<file path="src/rtl/i2c_master_byte.sv">
// Single-master I2C initiator: START, addr+R/W, ACK, one data byte, ACK/NACK, STOP per request.
// Latency: done at start+1+S*4*CLK_DIV clocks (S=20 full, S=11 on address NACK); start ignored while busy.
// Backpressure: none, one transaction in flight; SCL/SDA-enable are registered decodes of next state.
module i2c_master_byte #(
    parameter int CLK_DIV = 4
) (
    input  logic       clk,
    input  logic       RESET_N,
    input  logic       start,
    input  logic       rw,
    input  logic [6:0] addr,
    input  logic [7:0] wdata,
    output logic       busy,
    output logic       done,
    output logic       ack_err,
    output logic [7:0] rdata,
    output logic       SCL,
    output logic       sda_oe,
    input  logic       sda_in
);
    localparam int QW = $clog2(CLK_DIV);

    typedef enum logic [2:0] {
        S_IDLE, S_START, S_ADDR, S_ADDR_ACK, S_DATA, S_DATA_ACK, S_STOP, S_DONE
    } state_t;

    logic [1:0]    r_rst_sync;
    logic          w_rst_n;
    state_t        r_state;
    logic [QW-1:0] r_qcnt;
    logic [1:0]    r_q;
    logic [2:0]    r_bit;
    logic [7:0]    r_tx;
    logic [7:0]    r_rx;
    logic [7:0]    r_wdata;
    logic          r_rw;
    logic          r_nack;

    state_t        w_nxt_state;
    logic [QW-1:0] w_nxt_qcnt;
    logic [1:0]    w_nxt_q;
    logic [2:0]    w_nxt_bit;
    logic [7:0]    w_nxt_tx;
    logic          w_qwrap;
    logic          w_sample;
    logic          w_slot_end;

    // Reset asserts asynchronously and releases on a clock edge.
    always_ff @(posedge clk or negedge RESET_N) begin
        if (!RESET_N) r_rst_sync <= 2'b00;
        else          r_rst_sync <= {r_rst_sync[0], 1'b1};
    end
    assign w_rst_n = r_rst_sync[1];

    assign w_qwrap    = (r_qcnt == QW'(CLK_DIV - 1));
    assign w_sample   = w_qwrap && (r_q == 2'd2);
    assign w_slot_end = w_qwrap && (r_q == 2'd3);

    // Line levels for a given slot position: {SCL, sda_oe}.
    function automatic logic [1:0] f_drive(state_t s, logic [1:0] q, logic b, logic rd);
        logic [1:0] v;
        v = 2'b10;
        case (s)
            S_START:    v = (q < 2'd2) ? 2'b10 : (q == 2'd2) ? 2'b11 : 2'b01;
            S_ADDR:     v = {q[1], ~b};
            S_DATA:     v = {q[1], ~b & ~rd};
            S_ADDR_ACK,
            S_DATA_ACK: v = {q[1], 1'b0};
            S_STOP:     v = (q == 2'd0) ? 2'b01 : (q == 2'd3) ? 2'b10 : 2'b11;
            default:    v = 2'b10;
        endcase
        return v;
    endfunction

    always_comb begin
        w_nxt_state = r_state;
        w_nxt_qcnt  = r_qcnt;
        w_nxt_q     = r_q;
        w_nxt_bit   = r_bit;
        w_nxt_tx    = r_tx;
        case (r_state)
            S_IDLE: begin
                if (start) begin
                    w_nxt_state = S_START;
                    w_nxt_tx    = {addr, rw};
                    w_nxt_qcnt  = '0;
                    w_nxt_q     = 2'd0;
                    w_nxt_bit   = 3'd0;
                end
            end
            S_DONE: w_nxt_state = S_IDLE;
            default: begin
                w_nxt_qcnt = w_qwrap ? '0 : r_qcnt + QW'(1);
                w_nxt_q    = w_qwrap ? r_q + 2'd1 : r_q;
                if (w_slot_end) begin
                    case (r_state)
                        S_START: begin
                            w_nxt_state = S_ADDR;
                            w_nxt_bit   = 3'd0;
                        end
                        S_ADDR, S_DATA: begin
                            w_nxt_tx  = {r_tx[6:0], 1'b0};
                            w_nxt_bit = r_bit + 3'd1;
                            if (r_bit == 3'd7)
                                w_nxt_state = (r_state == S_ADDR) ? S_ADDR_ACK : S_DATA_ACK;
                        end
                        S_ADDR_ACK: begin
                            if (r_nack) begin
                                w_nxt_state = S_STOP;
                            end else begin
                                w_nxt_state = S_DATA;
                                w_nxt_tx    = r_wdata;
                                w_nxt_bit   = 3'd0;
                            end
                        end
                        S_DATA_ACK: w_nxt_state = S_STOP;
                        S_STOP:     w_nxt_state = S_DONE;
                        default:    w_nxt_state = S_IDLE;
                    endcase
                end
            end
        endcase
    end

    always_ff @(posedge clk or negedge w_rst_n) begin
        if (!w_rst_n) begin
            r_state <= S_IDLE;
            r_qcnt  <= '0;
            r_q     <= 2'd0;
            r_bit   <= 3'd0;
            r_tx    <= 8'h00;
            r_rx    <= 8'h00;
            r_wdata <= 8'h00;
            r_rw    <= 1'b0;
            r_nack  <= 1'b0;
            busy    <= 1'b0;
            done    <= 1'b0;
            ack_err <= 1'b0;
            rdata   <= 8'h00;
            SCL     <= 1'b1;
            sda_oe  <= 1'b0;
        end else begin
            r_state       <= w_nxt_state;
            r_qcnt        <= w_nxt_qcnt;
            r_q           <= w_nxt_q;
            r_bit         <= w_nxt_bit;
            r_tx          <= w_nxt_tx;
            {SCL, sda_oe} <= f_drive(w_nxt_state, w_nxt_q, w_nxt_tx[7], r_rw);
            done          <= 1'b0;
            case (r_state)
                S_IDLE: begin
                    if (start) begin
                        r_rw    <= rw;
                        r_wdata <= wdata;
                        ack_err <= 1'b0;
                        busy    <= 1'b1;
                    end
                end
                S_ADDR_ACK: begin
                    if (w_sample) begin
                        r_nack <= sda_in;
                        if (sda_in) ack_err <= 1'b1;
                    end
                end
                S_DATA: begin
                    if (w_sample && r_rw) r_rx <= {r_rx[6:0], sda_in};
                end
                S_DATA_ACK: begin
                    // On reads the master NACKs, so the line level carries no error.
                    if (w_sample && !r_rw && sda_in) ack_err <= 1'b1;
                end
                S_DONE: begin
                    done <= 1'b1;
                    busy <= 1'b0;
                    if (r_rw) rdata <= r_rx;
                end
                default: ;
            endcase
        end
    end
endmodule

</file>
<file path="config.mk">
export PLATFORM = sky130hd
export DESIGN_NAME = i2c_master_byte
export DESIGN_NICKNAME = d
export VERILOG_FILES = /design/src/rtl/i2c_master_byte.sv
export SDC_FILE = /design/constraint.sdc
export NUM_CORES = 1
export LEC_CHECK = 0
export ABC_AREA = 0
export BUFFER_PORTS_ARGS = -buffer_cell sky130_fd_sc_hd__buf_2
export CAP_MARGIN = 5
export CORE_ASPECT_RATIO = 0.7
export CORE_MARGIN = 2
export CORE_UTILIZATION = 40
export DETAILED_ROUTE_END_ITERATION = 16
export PLACE_DENSITY_LB_ADDON = 0.15
export RECOVER_POWER = 25
export SETUP_SLACK_MARGIN = 0.1
export SLEW_MARGIN = 20
export SYNTH_ARGS = -nofsm -noshare
export SYNTH_HDL_FRONTEND = slang
export SYNTH_SLANG_ARGS = --single-unit
</file>
<file path="constraint.sdc">
create_clock -name clk -period 3.5 [get_ports clk]
set_input_delay 0.7 -clock clk [delete_from_list [all_inputs] [get_ports clk]]
set_output_delay 0.7 -clock clk [all_outputs]
set_load 0.01 [all_outputs]
</file>
==> qor.yml <==
tightestPinTransition_ns: 1.88
post_cts_buffers: 0
clock_skew_ns: 0.0135
fillers: 589
h-tree-depth: 2
multi_input_area_mm2: 0.00114
synth.most_common_cell: "dfrtp_1"
ios: 33
setup_tns_ns: 0
place_ws_ns: 1.13
syn_nets: 249
wl_um: 5160
cts_buffers: 5
violations: "capacitance limit, slew limit"
overflow: 0
swShare_pct: 36.2
critical_path.top_delay_family: "compound AO/OA/AOI/OAI gates"
dpl.hpwl_um: 3700
start_util_pct: 41.2
finalNetCount: 274
cts.sinks: 51
grt_pass1_wl_um: 8800
run_status: "finished, violations left"
ys_top_cells_by_area: "dfrtp_1 (49%), mux2_2 (11%), a221o_1 (2.7%)"
dr.first_iter.drc_count: 182
combinationalPowerShare_pct: 32.8
port_buffers: 32
grt_max_degree: 50
cts_tree: "done"
p_per_area_mw_per_mm2: 700
critPathMaxFanout: 26
core_mm2: 0.00622
die_x_um: 99.6
max_freq_mhz: 417
place_area_mm2: 0.00272
clock_power_share_pct: 21.2
yosys-top-cells-count: "dfrtp_1 (50), mux2_2 (24), nor2_1 (16)"
period_needed_ns: 2.40
final-max-slew-violation-count: 50
synth_top_area_share_pct: 48.9
synthFlopType: "dfrtp_1"
syn2layout_area_growth_pct: 10.5
fp.dieArea_mm2: 0.00707
crit_arrival_ns: 2.59
reg2reg_slack_ns: 1.10
antenna_found_initial: 0
synth-edff-count: 0
ctsResizeCount: 0
critPathBufInv: 0
crit_type: "reg -> reg"
final_area_mm2: 0.00283
synth.distinct_cells: 55
critPathLaunchType: "flop"
die_y_um: 71.0
slowest_delay_ns: 0.88
synthCells: 224
seq_area_mm2: 0.00128
antenna_cells: 0
cp_data_required_time_ns: 3.69
remaining_drc_errors: 0
syn_avg_cell_area_um2: 11.4
fin_crit_sh_pct: 68.5
ys_warn_count: 0
fin_ws_ns: 1.10
vias: 1805
leakage_nw: 1.34
cp.depth: 5
clk_latency_ns: 0.31
grt_use_total_pct: 16.0
irDropWorstVdd_mv: 0.253
ys_seq_area_share_pct: 49.9
reg2reg_depth: 5
setup_viol: 0
routedWlPerCell_um: 15.7
crit_chain: "nor2b_2, o21a_1, a31oi_1, a311oi_1, nor3_2"
cp_slowest_cell: "dfrtp_1"
async_reset_ff_share_pct: 100
drv_cap: 1
synth-seq-cells: 51
via_per_inst: 5.50
critPathCaptureType: "flop"
clockBufferDepth: 2
synthesis.area_mm2: 0.00256
p_switching_w: 0.000718
synth_top_cell_by_area: "dfrtp_1"
cts-root-buf: "clkbuf_8"
min_path_type: "in -> async"
rows: 24
grt_pass1_vias: 1653
gp_congestion: 0.866
seqPwrFrac_pct: 46.0
postRouteAntennaNets: 0
intPower_w: 0.00126
slew_headroom_pct: -25.5
clkTransAtPathRegs_ns: 0.10
cts.hold.buffers_added: 0
drt_pass1_iterations: 4
rsz0062_at_grt: "no"
hold_viol_final: 0
drive_gt1_share_pct: 30.4
==> final timing paths <==
kind                                    startpoint                       to
setup / recovery              r_state[2]$_DFF_PN0_         sda_oe$_DFF_PN0_
hold / removal                             RESET_N  r_rst_sync[0]$_DFF_PN0_
setup reg to reg              r_state[2]$_DFF_PN0_         sda_oe$_DFF_PN0_
hold reg to reg            r_rst_sync[0]$_DFF_PN0_  r_rst_sync[1]$_DFF_PN0_
max in group asynchronous  r_rst_sync[1]$_DFF_PN0_     r_state[2]$_DFF_PN0_
min in group clk           r_rst_sync[0]$_DFF_PN0_  r_rst_sync[1]$_DFF_PN0_
==> cell type report <==
type | count | area share [%]
multi-input cells | 149 | 40.4
inverters | 10 | 1.33
clock buffers | 5 | 2.43
repair buffers | 32 | 5.61
well taps | 78 | 3.45
clock inverters | 3 | 1.64
flip-flops and latches | 51 | 45.1
==> logic make-up (layout without fill, tap and decap cells) <==
family,after synthesis,after routing,synth area share (%)
mux,28,28,12.2
other cells,1,1,0.146
buf+inv,24,50,5.47
flops,51,51,49.9
simple gates,62,62,13.3
compound gates,52,52,16.1
fa+ha+maj,6,6,2.88
==> cell usage in the layout (no fill, tap or decap), drive strengths merged, types with 2 or more instances in the layout <==
master,n
and2,3
nor2b,3
dfrtp,50
mux2,26
nor3,4
nand2,14
nand2b,2
a221o,7
o21ai,7
a31oi,3
clkbuf,6
buf,31
a22oi,6
mux2i,2
a2bb2oi,2
and3,3
nand3,8
inv,11
a221oi,2
ha,5
nor2,17
a21o,2
and4bb,3
a21oi,8
o21a,3
==> power groups by stage <==
stage | Combinational [W] | Clock, W | Sequential, W
after floorplan | 0.000576 | 0 | 0.000853
after global placement | 0.000652 | 0 | 0.000926
after detailed placement | 0.000651 | 0 | 0.000924
after CTS | 0.000654 | 0.000441 | 0.000913
after global routing | 0.000733 | 0.000463 | 0.000940
final | 0.000650 | 0.000420 | 0.000911
==> metal layers <==
metal	wire (µm)	share of wire (%)	vias to the layer above	GRT usage [%]
li1	-	-	874	-
met1	2760	53	875	26.0
met2	2100	41	54	21.1
met3	284	5.5	2	3.36
met4	23	0.45	0	4.57
met5	0	0	-	0
==> per-stage QoR <==
step           power (W)  util (%)  instances  hold slack [ns]
6_report         0.00198      45.5        328            0.164
5_1_grt          0.00214      45.5        328            0.141
4_1_cts          0.00201      45.6        328            0.148
3_5_place_dp     0.00157      43.7        320            0.346
3_3_place_gp     0.00158      43.7        320            0.333
2_1_floorplan    0.00143         -        224            0.331
==> registers in the layout (all words and copies together) (netlist names) <==
signal      cells
r_qcnt          2
done            1
r_tx            8
r_q             2
r_wdata         8
sda_oe          1
r_bit           3
r_nack          1
rdata           8
r_rw            1
ack_err         1
r_rst_sync      2
busy            1
r_rx            8
SCL             1
r_state         3
==> worst reg2reg max path, stage by stage, from the launching register on <==
cell      delay [ns]
dfrtp_1         0.88
nor2b_2         0.31
o21a_1          0.41
a31oi_1         0.24
a311oi_1        0.38
nor3_2          0.09
Power figures use the tool's default switching activity.
